## src/rtl/cpu_clock_conditioner_pkg.sv

```systemverilog
// Shared FSM encoding and counter widths for the CPU clock conditioner.
package cpu_clock_pkg;

  localparam int DebounceWidth = 16;
  localparam int DivWidth      = 23;
  localparam int PulseWidth    = 8;

  localparam logic [2:0] ST_IDLE     = 3'd0;
  localparam logic [2:0] ST_STEP_HI  = 3'd1;
  localparam logic [2:0] ST_STEP_LO  = 3'd2;
  localparam logic [2:0] ST_WAIT_REL = 3'd3;
  localparam logic [2:0] ST_RST_HI   = 3'd4;
  localparam logic [2:0] ST_RST_LO   = 3'd5;
  localparam logic [2:0] ST_RST_WAIT = 3'd6;
  localparam logic [2:0] ST_RUN      = 3'd7;

  function automatic logic state_is_high(input logic [2:0] s);
    return (s == ST_STEP_HI) || (s == ST_RST_HI);
  endfunction

  function automatic logic state_in_reset(input logic [2:0] s);
    return (s == ST_RST_HI) || (s == ST_RST_LO) || (s == ST_RST_WAIT);
  endfunction

endpackage

```

## src/rtl/cpu_clock_conditioner_btn_debounce.sv

```systemverilog
// Push-button conditioner: 2-FF synchronizer, stability counter, and
// single-cycle rise/fall pulses on the accepted level.
module btn_debounce
  import cpu_clock_pkg::*;
#(
  parameter int DebounceCycles = 32000
) (
  input  logic clk,
  input  logic rst_n,
  input  logic raw,
  output logic level,
  output logic rise,
  output logic fall
);

  localparam logic [DebounceWidth-1:0] CountMax = DebounceWidth'(DebounceCycles - 1);

  logic [1:0]               sync;
  logic [DebounceWidth-1:0] count;

  always_ff @(posedge clk or negedge rst_n) begin
    if (!rst_n) begin
      sync  <= '0;
      count <= '0;
      level <= 1'b0;
      rise  <= 1'b0;
      fall  <= 1'b0;
    end else begin
      sync <= {sync[0], raw};
      rise <= 1'b0;
      fall <= 1'b0;
      // Any cycle agreeing with the accepted level restarts the stability window.
      if (sync[1] == level) begin
        count <= '0;
      end else if (count == CountMax) begin
        count <= '0;
        level <= sync[1];
        rise  <= sync[1];
        fall  <= ~sync[1];
      end else begin
        count <= count + 1'b1;
      end
    end
  end

endmodule

```

## src/rtl/cpu_clock_conditioner.sv

```systemverilog
// Step/reset button front end for the A09 CPU: one CPU clock period per step press,
// sequenced CPU reset, and a heartbeat divider. Optional free-run mode: CLK_FREERUN_EN.
module cpu_clock_conditioner
  import cpu_clock_pkg::*;
#(
  parameter int DebounceCycles = 32000,
  parameter int PulseCycles    = 8,
  parameter int ResetEdges     = 4,
  parameter int HeartbeatDiv   = 8000000,
  parameter int FreeRunDiv     = 8000000
) (
  input  logic Clk,
  input  logic Reset,
  input  logic StepBtn,
  input  logic ResetBtn,
  input  logic RunSel,
  output logic CpuClk,
  output logic CpuReset_N,
  output logic ClkCyc,
  output logic Busy
);

  localparam logic [PulseWidth-1:0] PhaseMax   = PulseWidth'(PulseCycles - 1);
  localparam logic [PulseWidth-1:0] EdgeTarget = PulseWidth'(ResetEdges);
  localparam logic [DivWidth-1:0]   HbMax      = DivWidth'(HeartbeatDiv - 1);
  localparam logic [DivWidth-1:0]   RunMax     = DivWidth'(FreeRunDiv - 1);

  logic step_level, step_rise, step_fall;
  logic rst_level, rst_rise, rst_fall;

  btn_debounce #(.DebounceCycles(DebounceCycles)) u_step_db (
    .clk(Clk), .rst_n(Reset), .raw(StepBtn),
    .level(step_level), .rise(step_rise), .fall(step_fall)
  );

  btn_debounce #(.DebounceCycles(DebounceCycles)) u_rst_db (
    .clk(Clk), .rst_n(Reset), .raw(ResetBtn),
    .level(rst_level), .rise(rst_rise), .fall(rst_fall)
  );

  logic [2:0]            state, state_next;
  logic [PulseWidth-1:0] phase, edges;
  logic                  abort, phase_run, phase_done, clk_next;

`ifdef CLK_FREERUN_EN
  logic [1:0]          run_sync_ff;
  logic                run_sync, run_tick;
  logic [DivWidth-1:0] run_count;

  assign run_sync = run_sync_ff[1];
  assign run_tick = (run_count == RunMax);

  always_ff @(posedge Clk or negedge Reset) begin
    if (!Reset) begin
      run_sync_ff <= '0;
      run_count   <= '0;
    end else begin
      run_sync_ff <= {run_sync_ff[0], RunSel};
      if (state != ST_RUN || run_tick) run_count <= '0;
      else                             run_count <= run_count + 1'b1;
    end
  end

  logic unused;
  assign unused = &{1'b0, step_fall, rst_fall};
`else
  logic unused;
  assign unused = &{1'b0, step_fall, rst_fall, RunSel, RunMax[0]};
`endif

  assign abort = rst_rise || (state == ST_IDLE && rst_level);
  // A high state whose clock has not risen yet (after reset or an abort) holds its phase one cycle.
  assign phase_run  = !(state_is_high(state) && !CpuClk);
  assign phase_done = phase_run && (phase == PhaseMax);
  assign Busy       = (state != ST_IDLE);

  always_comb begin
    state_next = state;
    case (state)
      ST_IDLE: begin
        if (step_rise) state_next = ST_STEP_HI;
`ifdef CLK_FREERUN_EN
        else if (run_sync) state_next = ST_RUN;
`endif
      end
      ST_STEP_HI:  if (phase_done) state_next = ST_STEP_LO;
      ST_STEP_LO:  if (phase_done) state_next = ST_WAIT_REL;
      ST_WAIT_REL: if (!step_level) state_next = ST_IDLE;
      ST_RST_HI:   if (phase_done) state_next = ST_RST_LO;
      ST_RST_LO:   if (phase_done) state_next = (edges < EdgeTarget) ? ST_RST_HI : ST_RST_WAIT;
      ST_RST_WAIT: if (!rst_level) state_next = ST_IDLE;
`ifdef CLK_FREERUN_EN
      ST_RUN:      if (!run_sync && (!CpuClk || run_tick)) state_next = ST_IDLE;
`endif
      default:     state_next = ST_IDLE;
    endcase
    if (abort) state_next = ST_RST_HI;

    clk_next = state_is_high(state_next);
`ifdef CLK_FREERUN_EN
    if (state_next == ST_RUN) clk_next = (state == ST_RUN) ? (CpuClk ^ run_tick) : 1'b1;
`endif
    if (abort) clk_next = 1'b0;
  end

  always_ff @(posedge Clk or negedge Reset) begin
    if (!Reset) begin
      state      <= ST_RST_HI;
      phase      <= '0;
      edges      <= '0;
      CpuClk     <= 1'b0;
      CpuReset_N <= 1'b0;
    end else begin
      state      <= state_next;
      CpuClk     <= clk_next;
      CpuReset_N <= !state_in_reset(state_next);
      if (abort || state_next != state)      phase <= '0;
      else if (phase_run && phase != PhaseMax) phase <= phase + 1'b1;
      if (abort || !(state == ST_RST_HI || state == ST_RST_LO)) edges <= '0;
      else if (state == ST_RST_HI && phase_done)                edges <= edges + 1'b1;
    end
  end

  logic [DivWidth-1:0] hb_count;

  always_ff @(posedge Clk or negedge Reset) begin
    if (!Reset) begin
      hb_count <= '0;
      ClkCyc   <= 1'b0;
    end else if (hb_count == HbMax) begin
      hb_count <= '0;
      ClkCyc   <= ~ClkCyc;
    end else begin
      hb_count <= hb_count + 1'b1;
    end
  end

endmodule
```

## config.mk

```make
export PLATFORM = sky130hd
export DESIGN_NAME = cpu_clock_conditioner
export DESIGN_NICKNAME = d
export VERILOG_FILES = /design/src/rtl/cpu_clock_conditioner_pkg.sv /design/src/rtl/cpu_clock_conditioner_btn_debounce.sv /design/src/rtl/cpu_clock_conditioner.sv
export SDC_FILE = /design/constraint.sdc
export NUM_CORES = 1
export LEC_CHECK = 0
export BUFFER_PORTS_ARGS = -buffer_cell sky130_fd_sc_hd__buf_2
export CAP_MARGIN = 15
export CORE_MARGIN = 5
export CORE_UTILIZATION = 40
export DETAILED_ROUTE_END_ITERATION = 8
export GPL_TIMING_DRIVEN = 0
export PLACE_DENSITY = 0.62
export REMOVE_ABC_BUFFERS = 1
export SLEW_MARGIN = 20
export SYNTH_ARGS = -nofsm -noshare
export SYNTH_HDL_FRONTEND = slang
export SYNTH_HIERARCHICAL = 1
export SYNTH_SLANG_ARGS = --single-unit
```

## constraint.sdc

```tcl
create_clock -name Clk -period 1.65 [get_ports Clk]
set_clock_uncertainty 0.05 [all_clocks]
set_input_delay 0.0825 -clock Clk [delete_from_list [all_inputs] [get_ports Clk]]
set_output_delay 0.0825 -clock Clk [all_outputs]
set_load 0.005 [all_outputs]
```

==> run summary <==
The flow ran to the end, but the final reports show violations. The final reports fail on setup timing. The congestion estimate from routability-driven global placement came to 0.8071.

Entering global routing, the biggest net connects 48 pins. Post-route worst setup slack: -0.2274 ns. 0 antenna diodes ended up in the layout.

The standard cell area after detailed placement was 4384 µm². The logs give 3234 for the total number of vias and 3286 for the number of global-route vias before repair. The die outline area is 12700 µm², and the detailed-route wire length is 8851 µm. CTS built an H-tree with a depth of 3.

Detailed placement HPWL: 4985 µm. The die is 112.7 µm wide. Setup violations remaining at the end of the flow were counted as 35.

The aggregate global routing overflow was 0. In this run the remaining antenna-violating nets after routing total 0. In this run the tightest slew margin relative to its limit is 65.34%.

The logs give 0 for the final hold violation count and 14840 µm for the first-pass GRT wire length. Cell count after placement: 545. A synthesized cell averages 10.26 µm². Dividing total power by cell area gives a power density of 702.9 nW/µm². Setup repair after global routing could not meet its margin everywhere. The run gives 9 as the clock buffer count from CTS. TritonCTS built the clock tree.

The final-report max-slew violation count was 0; the portion of the clock cycle consumed by the worst path in the final layout was 113.8%. The tightest hold path in the finished design has a slack of 0.1945 ns. The tools report the residual DRC count as 0.

Category of the worst setup path launch point: a flip-flop. The cell at the root of the clock tree was clkbuf_8. Max-cap violations in this run came to 0. The synthesized area is 4218 µm². Derived from the worst setup path, the maximum achievable clock frequency is 532.6 MHz.

The actual slew at the worst max-slew pin is 0.5199 ns, and the initial core utilization is 40.86%. The number of sinks driven by the clock tree was 85; the worst supply voltage drop on vdd was 0.3365 mV. Before antenna repair, the detailed router went through 4 iterations.

The Yosys step of the flow raised 6 warnings. In the final timing run, aggregate negative setup slack is -4.802 ns. The core region is 10320 µm².

Subtracting the final worst setup slack from the clock period gives 1.877 ns. Compared with the post-synthesis result, the final layout area differs by 31.18%. The tightest min-delay check is of the in2async type.

The tools report the number of nets in the layout as 491. The finished cells cover 5533 µm². The top-level port count is 9, and the quantity of I/O buffers inserted on ports is 7. After floorplanning, the core was divided into 37 placement rows. Number of antenna violations at the first check in global routing: 0. The maximum number of buffers from clock root to sink is 2, and the maximum net fanout on the critical path is 4. Placement-stage worst setup slack: -0.3704 ns.

The category of the worst setup path capture point is a flip-flop. The wire length per cell was 14.23 µm. The run gives 0.36 ns as the later-pin clock latency in the skew report. In the final layout, the share of cells above drive strength 1 is 36.01%. The tools report the reported leakage power as 2.292 nW. The run gives 1.86 ns as the worst endpoint required time.

The data arrival at the endpoint of the critical path was 2.08 ns. Clock-pin slew was measured on the worst setup and hold paths at 0.09 ns. The die height was 112.7 µm. The worst setup path is of the reg2reg kind. The global router's overall resource usage is 14.01%, and the ratio of routed vias to standard cells is 5.199. The run gives 143 as the number of DRC violations after detailed-routing iteration 0.

Once layout is complete, the cells apart from fillers number 622. Synthesis produced a netlist whose cell count is 411.
-- sequential cells by signal, indices dropped and copies added (netlist names) --
signal,flops
u_step_db/rise,1
u_step_db/sync,2
CpuReset_N,1
u_rst_db/rise,1
u_rst_db/level,1
CpuClk,1
state,3
u_rst_db/sync,2
hb_count,23
u_rst_db/count,16
ClkCyc,1
u_step_db/count,16
phase,8
edges,8
u_step_db/level,1
-- worst max-delay path, stage by stage (launching register included) --
cell and delay (ns):
dfstp_2 0.60, buf_6 0.14, clkinvlp_4 0.15, buf_6 0.16, nor2_2 0.13, o21ai_1 0.08
a21boi_2 0.17, nor4bb_2 0.30
-- timing repair --
action,4_1_cts,5_1_grt
hold buffers,3,0
endpoints found under the hold margin,40,0
setup buffers,44,14
gates resized for setup,62,50
pin swaps,27,23
cloned,0,0
endpoints found under the setup margin,70,65
-- cells in the final DEF (no fill, tap or decap), types with 3 or more instances in the layout --
master,n
inv_1,7
nand2_1,30
o21ai_1,7
nand3_4,3
nand4_4,3
xor2_1,24
buf_2,6
xnor2_1,32
or4_4,4
or3_4,5
and3_1,7
buf_4,45
nand3b_1,3
dfrtp_2,9
nor4_1,8
nand3_1,23
buf_6,12
nand4_1,13
o21ai_0,3
nor3_1,10
clkbuf_8,9
nor2_1,47
dlygate4sd3_1,3
a21oi_2,13
nor2_2,11
dfrtp_1,74
nor2_4,3
-- metal layers --
metal  track usage, %  vias up  share of wire [%]
met2            23.10       50                 50
met3            3.235       21                3.0
li1                 -     1575                  -
met1            17.86     1588                 45
met5                0        -                  0
met4            5.369        0                1.9
-- layout make-up --
| class | instances | area [µm²] |
|---|---|---|
| Fill cell | 905 | 4791 |
| Sequential cell | 85 | 2143 |
| Clock inverter | 7 | 98.84 |
| Multi-Input combinational cell | 308 | 2362 |
| Inverter | 8 | 33.78 |
| Tap cell | 136 | 170.2 |
| Timing Repair Buffer | 69 | 600.6 |
| Clock buffer | 9 | 123.9 |
-- power by group --
| group | internal [mW] | switching, mW | leakage (nW) |
|---|---|---|---|
| Clock | 0.860 | 0.787 | 0.110 |
| Combinational | 0.0482 | 0.0740 | 1.06 |
| Sequential | 2.10 | 0.0205 | 1.12 |
-- worst paths after layout --
path	end	slack, ns	start	cells past startpoint
max	CpuClk$_DFF_PN0_	-0.23	state[2]$_DFF_PN1_	7
min	edges[7]$_DFFE_PN0P_	0.19	Reset	2
max reg2reg	CpuClk$_DFF_PN0_	-0.23	state[2]$_DFF_PN1_	7
min reg2reg	u_rst_db/sync[1]$_DFF_PN0_	0.31	u_rst_db/sync[0]$_DFF_PN0_	0
max in group asynchronous	state[2]$_DFF_PN1_	0.69	Reset	3
min in group Clk	u_rst_db/sync[1]$_DFF_PN0_	0.31	u_rst_db/sync[0]$_DFF_PN0_	0
-- per-stage QoR --
| step | total power [mW] | utilization (%) |
|---|---|---|
| 2_1_floorplan | 2.183 | - |
| 3_3_place_gp | 2.239 | 42.18 |
| 3_5_place_dp | 2.248 | 42.47 |
| 4_1_cts | 3.926 | 50.67 |
| 5_1_grt | 4.045 | 53.59 |
| 6_report | 3.889 | 53.59 |
(Power assumes the default switching activity.)
